==> config.mk <==
export PLATFORM = sky130hd
export DESIGN_NAME = apb_master_bridge
export DESIGN_NICKNAME = d
export VERILOG_FILES = /design/src/rtl/apb_master_bridge_pkg.sv /design/src/rtl/apb_wait_timer.sv /design/src/rtl/apb_master_bridge.sv
export SDC_FILE = /design/constraint.sdc
export NUM_CORES = 1
export LEC_CHECK = 0
export CORE_MARGIN = 10
export CORE_UTILIZATION = 40
export DETAILED_ROUTE_END_ITERATION = 7
export GPL_TIMING_DRIVEN = 0
export PLACE_DENSITY = 0.76
export SYNTH_ARGS = -nofsm -noshare
export SYNTH_HDL_FRONTEND = slang
export SYNTH_HIERARCHICAL = 1
export SYNTH_SLANG_ARGS = --single-unit
export TNS_END_PERCENT = 20
==> constraint.sdc <==
create_clock -name pclk -period 2.7 [get_ports pclk]
set_clock_uncertainty 0.2 [all_clocks]
set_input_delay 0.54 -clock pclk [delete_from_list [all_inputs] [get_ports pclk]]
set_output_delay 0.54 -clock pclk [all_outputs]
set_load 0.02 [all_outputs]
==> src/rtl/apb_master_bridge_pkg.sv <==
`default_nettype none
// ============================================================================
// Module  : apb_master_bridge_pkg
// Brief   : Shared state encodings and APB constants for the APB master bridge.
// Revision: 1.0 - initial release
// ============================================================================
package apb_master_bridge_pkg;

    typedef enum logic [1:0] {
        ST_IDLE   = 2'd0,
        ST_SETUP  = 2'd1,
        ST_ACCESS = 2'd2,
        ST_RESP   = 2'd3
    } state_t;

    localparam logic [2:0] PPROT_DEFAULT = 3'b000;

endpackage
`default_nettype wire

==> src/rtl/apb_wait_timer.sv <==
`default_nettype none
// ============================================================================
// Module  : apb_wait_timer
// Brief   : Saturating wait-state counter; flags the last permitted wait cycle.
// Revision: 1.0 - initial release
// ============================================================================
module apb_wait_timer #(
    parameter int TIMEOUT = 15
) (
    input  logic clk,
    input  logic rst_n,
    input  logic clear,
    input  logic enable,
    output logic expired
);

    generate
        if (TIMEOUT == 0) begin : g_disabled
            logic w_unused;
            assign w_unused = ^{clk, rst_n, clear, enable};
            assign expired  = 1'b0;
        end else begin : g_enabled
            localparam int CNT_W = $clog2(TIMEOUT + 1);
            localparam logic [CNT_W-1:0] C_MAX  = CNT_W'(TIMEOUT);
            localparam logic [CNT_W-1:0] C_LAST = CNT_W'(TIMEOUT - 1);

            logic [CNT_W-1:0] r_count;

            always_ff @(posedge clk or negedge rst_n) begin
                if (!rst_n) begin
                    r_count <= '0;
                end else if (clear) begin
                    r_count <= '0;
                end else if (enable && (r_count != C_MAX)) begin
                    r_count <= r_count + 1'b1;
                end
            end

            // Fires during the TIMEOUT-th waiting cycle, before the count lands on TIMEOUT.
            assign expired = enable && (r_count >= C_LAST);
        end
    endgenerate

endmodule
`default_nettype wire

==> src/rtl/apb_master_bridge.sv <==
`default_nettype none
// ============================================================================
// Module  : apb_master_bridge
// Brief   : Single-transfer valid/ready to APB3/APB4 master with wait timeout.
// Revision: 1.0 - initial release
// ============================================================================
module apb_master_bridge
    import apb_master_bridge_pkg::*;
#(
    parameter int ADDR_WIDTH = 3,
    parameter int DATA_WIDTH = 8,
    parameter int STRB_WIDTH = (DATA_WIDTH + 7) / 8,
    parameter int TIMEOUT    = 15
) (
    input  logic                  pclk,
    input  logic                  presetn,
    input  logic                  req_valid,
    output logic                  req_ready,
    input  logic                  req_write,
    input  logic [ADDR_WIDTH-1:0] req_addr,
    input  logic [DATA_WIDTH-1:0] req_wdata,
    input  logic [STRB_WIDTH-1:0] req_strb,
    output logic                  rsp_valid,
    input  logic                  rsp_ready,
    output logic [DATA_WIDTH-1:0] rsp_rdata,
    output logic                  rsp_err,
    output logic                  rsp_timeout,
    output logic [ADDR_WIDTH-1:0] paddr,
    output logic [2:0]            pprot,
    output logic                  psel,
    output logic                  penable,
    output logic                  pwrite,
    output logic [DATA_WIDTH-1:0] pwdata,
    output logic [STRB_WIDTH-1:0] pstrb,
    input  logic                  pready,
    input  logic [DATA_WIDTH-1:0] prdata,
    input  logic                  pslverr
);

    state_t                r_state;
    state_t                w_next_state;
    logic                  r_write;
    logic [ADDR_WIDTH-1:0] r_addr;
    logic [DATA_WIDTH-1:0] r_wdata;
    logic [STRB_WIDTH-1:0] r_strb;
    logic [DATA_WIDTH-1:0] r_rdata;
    logic                  r_err;
    logic                  r_timeout;
    logic                  w_accept;
    logic                  w_timer_enable;
    logic                  w_expired;

    assign w_accept       = (r_state == ST_IDLE) && req_valid;
    assign w_timer_enable = (r_state == ST_ACCESS) && !pready;

    apb_wait_timer #(
        .TIMEOUT (TIMEOUT)
    ) u_wait_timer (
        .clk     (pclk),
        .rst_n   (presetn),
        .clear   (w_accept),
        .enable  (w_timer_enable),
        .expired (w_expired)
    );

    always_ff @(posedge pclk or negedge presetn) begin
        if (!presetn) begin
            r_state <= ST_IDLE;
        end else begin
            r_state <= w_next_state;
        end
    end

    always_comb begin
        w_next_state = r_state;
        case (r_state)
            ST_IDLE:   if (req_valid) w_next_state = ST_SETUP;
            ST_SETUP:  w_next_state = ST_ACCESS;
            ST_ACCESS: if (pready || w_expired) w_next_state = ST_RESP;
            ST_RESP:   if (rsp_ready) w_next_state = ST_IDLE;
            default:   w_next_state = ST_IDLE;
        endcase
    end

    always_ff @(posedge pclk or negedge presetn) begin
        if (!presetn) begin
            r_write   <= 1'b0;
            r_addr    <= '0;
            r_wdata   <= '0;
            r_strb    <= '0;
            r_rdata   <= '0;
            r_err     <= 1'b0;
            r_timeout <= 1'b0;
        end else begin
            if (w_accept) begin
                r_write <= req_write;
                r_addr  <= req_addr;
                // Reads never expose stale write data or strobes on the bus.
                r_wdata <= req_write ? req_wdata : '0;
                r_strb  <= req_write ? req_strb  : '0;
            end
            if (r_state == ST_ACCESS) begin
                if (pready) begin
                    r_rdata   <= r_write ? '0 : prdata;
                    r_err     <= pslverr;
                    r_timeout <= 1'b0;
                end else if (w_expired) begin
                    r_rdata   <= '0;
                    r_err     <= 1'b1;
                    r_timeout <= 1'b1;
                end
            end
        end
    end

    assign req_ready   = (r_state == ST_IDLE);
    assign psel        = (r_state == ST_SETUP) || (r_state == ST_ACCESS);
    assign penable     = (r_state == ST_ACCESS);
    assign paddr       = r_addr;
    assign pwrite      = r_write;
    assign pwdata      = r_wdata;
    assign pstrb       = r_strb;
    assign pprot       = PPROT_DEFAULT;
    assign rsp_valid   = (r_state == ST_RESP);
    assign rsp_rdata   = r_rdata;
    assign rsp_err     = r_err;
    assign rsp_timeout = r_timeout;

endmodule
`default_nettype wire
# == Word level (Yosys, flattened, before mapping) ==
# Cells that the tools add are included.
# word_totals
ff_bits,29
inputBits,27
elab_cells,44
output_inout_bits,30
# classes
magnitude_cmp,1
n_reduce_logical,12
add_sub_neg,1
mux,14
n_eq_ne,7
# op_table
cell,count
$mux 8,4
$mux 4,2
$pmux 2 s4,1
$mux 2,3
$add 4x1->4 const B,1
$eq 2x2->1 const B,2
$ge 4x4->1 const B,1
$logic_and 1x1->1,4
$mux 1,4
$ne 2x1->1 const B,2
$ne 4x4->1 const B,1
$reduce_bool 2->1,2
$reduce_and 3->1,1
$eq 2x1->1 const B,1
$logic_not 2->1,1
$logic_or 1x1->1,2
$ne 2x2->1 const B,1
$reduce_and 2->1,1
$logic_not 1->1,1

# == Depth between registers and ports, before layout ==
# Gate-level depths: netlist (run 1).
# depth
ltp_word,6
mapped_depth,8
depth_no_buf,7

# == Cells and area by module ==
# Netlist (run 1), hierarchy kept.
# by_module_without_submodules
mod,seq_area_each_um2,area_per_inst_um2,cells_per_inst,instances
apb_master_bridge,625.6,1077.3,110,1
apb_wait_timer,100.1,261.5,23,1

# == Least setup slack after synthesis (run 1) ==
# OpenSTA, ideal clock, no wires.
# synth_timing
path_type,reg2reg
startpoint,register r_state[0]
endpoint,register r_state[1]
stages_incl_launch_ff,8
setup_ps,128
synth_period_minus_slack_ps,2276
arrival_time_ps,1948
n_path_buf,0
required_time_ps,2372
path_slack_ps,424
cell_sequence,dfrtp_1 > inv_1 > ha_1 > nor2b_1 > o2111a_1 > nor2_1 > a221oi_2 > mux2_1
# synth_via
elab_chain_len,6
elab_cells_between_ends,12
classes_between,6 x eq/ne; 1 x mux; 5 x reduce/logical
# synth_rtl
item,line,rtl
"start, declared",apb_master_bridge.sv:40,state_t r_state;
"start signal, assigned",apb_master_bridge.sv:70,r_state <= w_next_state;
$eq 2x2->1,-,
named net penable,apb_master_bridge.sv:31,"output logic penable,"
$logic_and 1x1->1,apb_master_bridge.sv:54,assign w_timer_enable = (r_state == ST_ACCESS) && !pready;
named net w_timer_enable,apb_master_bridge.sv:50,logic w_timer_enable;
$logic_and 1x1->1,apb_wait_timer.sv:40,assign expired = enable && (r_count >= C_LAST);
named net w_expired,apb_master_bridge.sv:51,logic w_expired;
$logic_or 1x1->1,apb_master_bridge.sv:79,ST_ACCESS: if (pready || w_expired) w_next_state = ST_RESP;
$ne 2x1->1 (no source line),-,
$reduce_and 3->1 (no source line),-,
# The timed path passes the listed nets, and every way through them passes these cells.
# A chain may end at the register's enable or synchronous reset.

# == Worst setup path in the final report (run 1) ==
# layout_timing
startpoint,register r_state[0]
endpoint,output port penable
# layout_via
elab_chain_len,1
# layout_rtl
item,line,rtl
$eq 2x2->1,apb_master_bridge.sv:118,assign penable = (r_state == ST_ACCESS);
"end, declared",apb_master_bridge.sv:31,
# Every way passes these cells.

==> results of run 1 <==
==> metrics by stage <==
step / setup slack (ns) / util, % / hold WS, ns / area, sq um
finish: 0.2164 / 62.92 / 0.02179 / 1968
global placement: 0.1056 / 61.44 / 0.2637 / 1922
global route: 0.1076 / 62.92 / 0.06205 / 1968
detailed placement: 0.02881 / 61.44 / 0.2705 / 1922
CTS: 0.2029 / 63.08 / 0.2908 / 1973
floorplan: 0.4239 / - / 0.04441 / 1346
==> state kept, by name, indices dropped and copies added (netlist names) <==
| name | flops |
|---|---|
| pwdata | 8 |
| rsp_timeout | 1 |
| rsp_rdata | 8 |
| pwrite | 1 |
| rsp_err | 1 |
| paddr | 3 |
| u_wait_timer/g_enabled.r_count | 4 |
| pstrb | 1 |
| r_state | 2 |
==> kinds of logic (layout without fill, tap and decap cells) <==
kind of cell | after synthesis | in the layout | synth area share [%]
multiplexers | 7 | 7 | 6.448
AO/OA/AOI/OAI | 26 | 26 | 12.71
adder cells (fa/ha/maj) | 5 | 5 | 4.673
flip-flops | 29 | 29 | 54.21
AND/OR/NAND/NOR | 50 | 50 | 16.26
other | 1 | 3 | 0.2801
buffers and inverters | 15 | 75 | 5.420
==> Yosys cell counts (all sizes together) <==
master / count / area, sq um
nand2: 37 / 138.9
dfrtp: 29 / 725.7
o21ai: 20 / 100.1
buf: 8 / 46.29
mux2: 7 / 86.33
inv: 6 / 22.52
ha: 5 / 62.56
nor2b: 5 / 31.28
nor2: 4 / 15.01
nor3: 2 / 15.01
a211oi: 1 / 7.510
a21oi: 1 / 5.000
a221oi: 1 / 15.01
a31oi: 1 / 21.27
and4b: 1 / 11.26
clkinv: 1 / 3.750
conb: 1 / 3.750
nand4: 1 / 6.260
o2111a: 1 / 11.26
o32a: 1 / 10.01
==> worst max-delay path, cell delays in order (launching register included) <==
cell	delay, ns
dfrtp_1	0.42
inv_1	0.09
ha_1	0.27
clkdlybuf4s50_1	0.65
==> cell usage in the layout (no fill, tap or decap) <==
cell and instances:
clkbuf_1 1, inv_1 4, mux2_4 2, clkbuf_4 5, a31oi_4 1, mux2_1 1
o21ai_0 10, o2111a_1 1, clkdlybuf4s50_1 51, clkinv_2 2, a211oi_1 1, ha_1 5
nor3_2 1, o21ai_1 10, nand2_1 37, a21oi_1 1, buf_2 5, dfrtp_1 29
buf_1 1, conb_1 3, inv_2 2, clkinv_1 1, and4b_2 1, o32a_1 1
a221oi_2 1, nand4_1 1, mux2_2 4, nor2_1 4, nor3_1 1, nor2b_1 5
buf_4 3
==> where the power goes <==
group / leakage (nW) / switching [mW] / internal, mW
registers: 0.374 / 0.127 / 0.635
logic: 0.474 / 0.629 / 0.585
clock network: 0.0320 / 0.142 / 0.0989
total: 0.881 / 0.898 / 1.32
==> cell type report <==
| cell class | instances | area, sq um |
|---|---|---|
| well taps | 44 | 55.05 |
| clock buffers | 6 | 41.29 |
| fillers | 277 | 1160 |
| inverters | 7 | 26.28 |
| multi-input cells | 91 | 548.0 |
| plain buffers | 8 | 46.29 |
| flip-flops and latches | 29 | 725.7 |
| repair buffers | 52 | 515.5 |
| clock inverters | 2 | 10.01 |
==> path summary, 6_finish.rpt <==
path,from,to,slack (ns),cells past startpoint
max,r_state[0]$_DFFE_PN0P_,penable,0.22,3
max in group asynchronous,presetn,rsp_rdata[5]$_DFFE_PN0P_,1.86,1
min in group pclk,pwdata[7]$_DFFE_PN0P_,pwdata[7]$_DFFE_PN0P_,0.29,2
min,presetn,rsp_rdata[3]$_DFFE_PN0P_,0.02,1
max reg2reg,r_state[0]$_DFFE_PN0P_,r_state[1]$_DFFE_PN0P_,0.27,7
min reg2reg,pwdata[7]$_DFFE_PN0P_,pwdata[7]$_DFFE_PN0P_,0.29,2
==> metal layers <==
metal	vias up	routed length (microns)
met5	-	0
met4	0	49
met3	4	308
met1	527	1458
met2	43	1645
li1	559	-
==> out/results.tsv, run 1 <==
metric	value	unit
clock sink count	29	
Worst-Skew Late Latency	0.32	ns
layout cells sized above 1	13.85	%
total CTS buffers	5	
Crit path arrival time	1.74	ns
number of port buffers	52	
Root Buffer	clkbuf_4	
Die Y	77.85	microns
setup TNS	0	ns
Peak VDD IR	0.0006643	V
largest net degree at the start of global routing	30	
initial antenna violation count	0	
routed via count	1133	
final wirelength	3463	microns
Synth Cell Area	1339	sq um
fin crit share	91.99	%
I/O Pins	57	
post-synth cell types	27	
CTS clk-pin slew, worst paths	0.09	ns
Cells after Synth	133	
DIE AREA	6061	sq um
Tot GR Track Use	12.03	%
outcome	finished, final reports clean	
Die W	77.85	microns
register area share after synthesis	54.21	%
detailed-router iteration count before antenna repair	4	
number of global-route vias before repair	1179	
Tot Pwr	2.218	mW
LEAKAGE	0.8807	nW
fmax	402.6	MHz
RSZ-0062 raised after global routing	false	
Final Hold Viols	0	
global-route wire length before repair	5865	microns
CP endpoint kind	primary output	
Yosys reg bits	29	
drt wl/cell	14.49	microns
Final Non-Filler Cells	239	
num rows	20	
PwrDens	1127	nW/um^2
Worst Path Max Fanout	5	
Layout Nets	226	
Initial Util	42.80	%
DR vias/cell	4.741	
Post-CTS Hold Fix Bufs	0	
Top Usage Layer GRT	met2	
Congestion Overflow GR	0	
Final HPWL DP	2802	microns
met3 usage	5.760	%
crit path kind	reg2out	
GRT met2 Usage	19.24	%
final count of negative-setup-slack endpoints	0	
Relative slew margins	58.28	%
Slew @ Worst Pin	0.6258	ns
number of max-cap violations	0	
worst hold path type	in2async	
core box area	3128	sq um
antenna diode count	0	
CTS resizes	0	
Setup Buffers After CTS	0	
DRC	0	
Startpoint Class	flop	
H-tree depth reported by CTS	2	
fin crit period	2.484	ns
Area Growth Syn to Fin	47.01	%
CTS tree	built	
Final Wtd Congestion	0.7082	
Avg Inst Size Synth	10.07	sq um
Syn. warnings	6	
Final Max Slew Viols	0	
worst-case clock buffer depth	2	
DR iter-0 viols	32	
met1 Usage GRT	13.44	%
Worst Path Required	1.96	ns
dpl cells	231	
Routed Antenna Nets	0	
Power figures use the tool's default switching activity.
==> inputs of run 2 (changes only) <==
--- a/config.mk
+++ b/config.mk
@@ -5,11 +5,13 @@
 export SDC_FILE = /design/constraint.sdc
 export NUM_CORES = 1
 export LEC_CHECK = 0
+export CELL_PAD_IN_SITES_DETAIL_PLACEMENT = 1
+export CELL_PAD_IN_SITES_GLOBAL_PLACEMENT = 1
 export CORE_MARGIN = 10
-export CORE_UTILIZATION = 40
+export CORE_UTILIZATION = 31
 export DETAILED_ROUTE_END_ITERATION = 7
 export GPL_TIMING_DRIVEN = 0
-export PLACE_DENSITY = 0.76
+export PLACE_DENSITY_LB_ADDON = 0.1
 export SYNTH_ARGS = -nofsm -noshare
 export SYNTH_HDL_FRONTEND = slang
 export SYNTH_HIERARCHICAL = 1
==> constraint.sdc (replaced) <==
create_clock -name pclk -period 2.4 [get_ports pclk]
set_clock_uncertainty 0.2 [all_clocks]
set_input_delay 0.48 -clock pclk [delete_from_list [all_inputs] [get_ports pclk]]
set_output_delay 0.48 -clock pclk [all_outputs]
set_load 0.02 [all_outputs]
==> run 2 against run 1 <==
- first-iteration DRC count decreased by 44%
- total power grew 24%
- design area is 4.4% higher
- utilization shrank 13 points
- worst setup slack lost 0.075 ns
- combinational power is 13% higher
- clock power up 110%
- flip-flop and latch count unchanged
- register-to-register slack got worse by 0.13 ns
- global-route usage decreased by 0.96 points
- die area up 21%
- routed wire length increased by 12%
- critical path type is now reg2reg
- highest routed layer unchanged
==> out/results.tsv, run 2 (synthesis results as in run 1) <==
metric	value	unit	change
LEAKAGE	0.9458	nW	+7.4%
CP endpoint kind	flop		
DR vias/cell	4.710		-0.64%
Register Area	725.7	sq um	unchanged
Routed Antenna Nets	0		unchanged
layout cells sized above 1	14.36	%	+0.51 points
Initial Util	32.76	%	-10 points
DIE AREA	7347	sq um	+21%
Root Buffer	clkbuf_8		
num rows	23		+15%
final count of negative-setup-slack endpoints	0		unchanged
Startpoint Class	flop		
antenna diode count	0		unchanged
number of max-cap violations	0		unchanged
PwrDens	1340	nW/um^2	+19%
fmax	442.8	MHz	
Worst Path Max Fanout	5		unchanged
commonest non-fill, non-tap cell in the layout	clkdlybuf4s50_1		
Congestion Overflow GR	0		unchanged
most frequent cells in the layout	clkdlybuf4s50_1, nand2_1, dfrtp_1		
outcome	finished, final reports clean		
Post-CTS Hold Fix Bufs	0		unchanged
Die W	85.72	microns	+10%
Final Max Slew Viols	0		unchanged
Die Y	85.72	microns	+10%
DRC	0		unchanged
Final Wtd Congestion	0.7238		+2.2%
routed via count	1154		+1.9%
final core occ	50.31	%	-13 points
Tot GR Track Use	11.07	%	-0.96 points
number of port buffers	52		unchanged
Crit path arrival time	2.21	ns	+0.47 ns
detailed-router iteration count before antenna repair	4		unchanged
global-route wire length before repair	6596	microns	+12%
worst hold path type	in2async		
fin crit period	2.258	ns	
core box area	4086	sq um	+31%
hold_ws	0.02856	ns	+0.006767 ns
worst-case clock buffer depth	2		unchanged
Layout Nets	226		unchanged
initial antenna violation count	0		unchanged
Area Growth Syn to Fin	53.55	%	
Relative slew margins	56.56	%	-1.7 points
drt wl/cell	15.89	microns	+9.7%
crit path kind	reg2reg		
CTS clk-pin slew, worst paths	0.06	ns	-0.03 ns
Worst Path Required	2.36	ns	+0.40 ns
total CTS buffers	5		unchanged
multi-input logic area	555.5	sq um	+1.4%
H-tree depth reported by CTS	2		unchanged
CTS tree	built		
RSZ-0062 raised after global routing	false		
DR iter-0 viols	18		-44%
Worst-Skew Late Latency	0.28	ns	-0.04 ns
FILL cells	451		+63%
largest net degree at the start of global routing	30		unchanged
final wirelength	3893	microns	+12%
clock sink count	29		unchanged
Final Hold Viols	0		unchanged
number of global-route vias before repair	1328		+13%
Final HPWL DP	3135	microns	+12%
fin crit share	94.10	%	
Peak VDD IR	0.0005422	V	-18%
I/O Pins	57		unchanged
Slew @ Worst Pin	0.6516	ns	+0.02580 ns
-- run 2: report_power, final --
group	total, mW	leakage (nW)	switching (mW)	internal, mW
clock	0.517	0.0585	0.179	0.338
combinational	1.37	0.513	0.711	0.657
sequential	0.869	0.374	0.152	0.717
total	2.75	0.946	1.04	1.71
-- run 2: metrics by stage --
stage	setup TNS (ns)	std cells	total power, mW	worst slack, ns	area [sq um]
floorplan	0	135	1.602	0.1239	1346
global placement	-0.2024	237	2.207	-0.2024	1929
detailed placement	-0.2662	237	2.286	-0.2554	1929
CTS	0	245	2.815	0.003881	2048
global route	0	245	2.976	0.01394	2056
finish	0	245	2.754	0.1417	2056
-- run 2: final timing paths --
check                      cells past startpoint                  endpoint              startpoint  slack [ns]
setup / recovery                               7    r_state[1]$_DFFE_PN0P_  r_state[0]$_DFFE_PN0P_        0.14
hold reg to reg                                2     pwdata[2]$_DFFE_PN0P_   pwdata[2]$_DFFE_PN0P_        0.29
setup reg to reg                               7    r_state[1]$_DFFE_PN0P_  r_state[0]$_DFFE_PN0P_        0.14
min in group pclk                              2     pwdata[2]$_DFFE_PN0P_   pwdata[2]$_DFFE_PN0P_        0.29
hold / removal                                 1     pwdata[1]$_DFFE_PN0P_                 presetn        0.03
max in group asynchronous                      1  rsp_rdata[6]$_DFFE_PN0P_                 presetn        1.54
-- run 2: layout make-up --
cell class | instances | share of cell area, %
Buffer | 8 | 2.252
Clock buffer | 7 | 4.200
Clock inverter | 1 | 1.461
Inverter | 7 | 1.278
Multi-Input combinational cell | 91 | 27.02
Sequential cell | 29 | 35.30
Tap cell | 50 | 3.043
Timing Repair Buffer | 52 | 25.44
-- run 2: routing by layer --
layer	GRT usage (%)	share of wire (%)	vias up	wire, microns
li1	-	-	554	-
met1	11.79	41	560	1594
met2	19.28	50	36	1964
met3	5.487	8.0	4	310
met4	2.246	0.59	0	23
met5	0	0	-	0
-- run 2: critical path, stage by stage (launching register included) --
cell and delay, ns:
dfrtp_1 0.40, inv_1 0.10, ha_1 0.26, nor2b_4 0.24, o2111a_1 0.24, nor2_1 0.06
a221oi_2 0.27, mux2_1 0.36
-- run 2: what timing repair did --
| item | 4_1_cts | 5_1_grt |
|---|---|---|
| setup endpoints to repair | 2 | 4 |
| resized for setup | 1 | 4 |
| setup buffers | 0 | 0 |
| endpoints found under the hold margin | 0 | 0 |
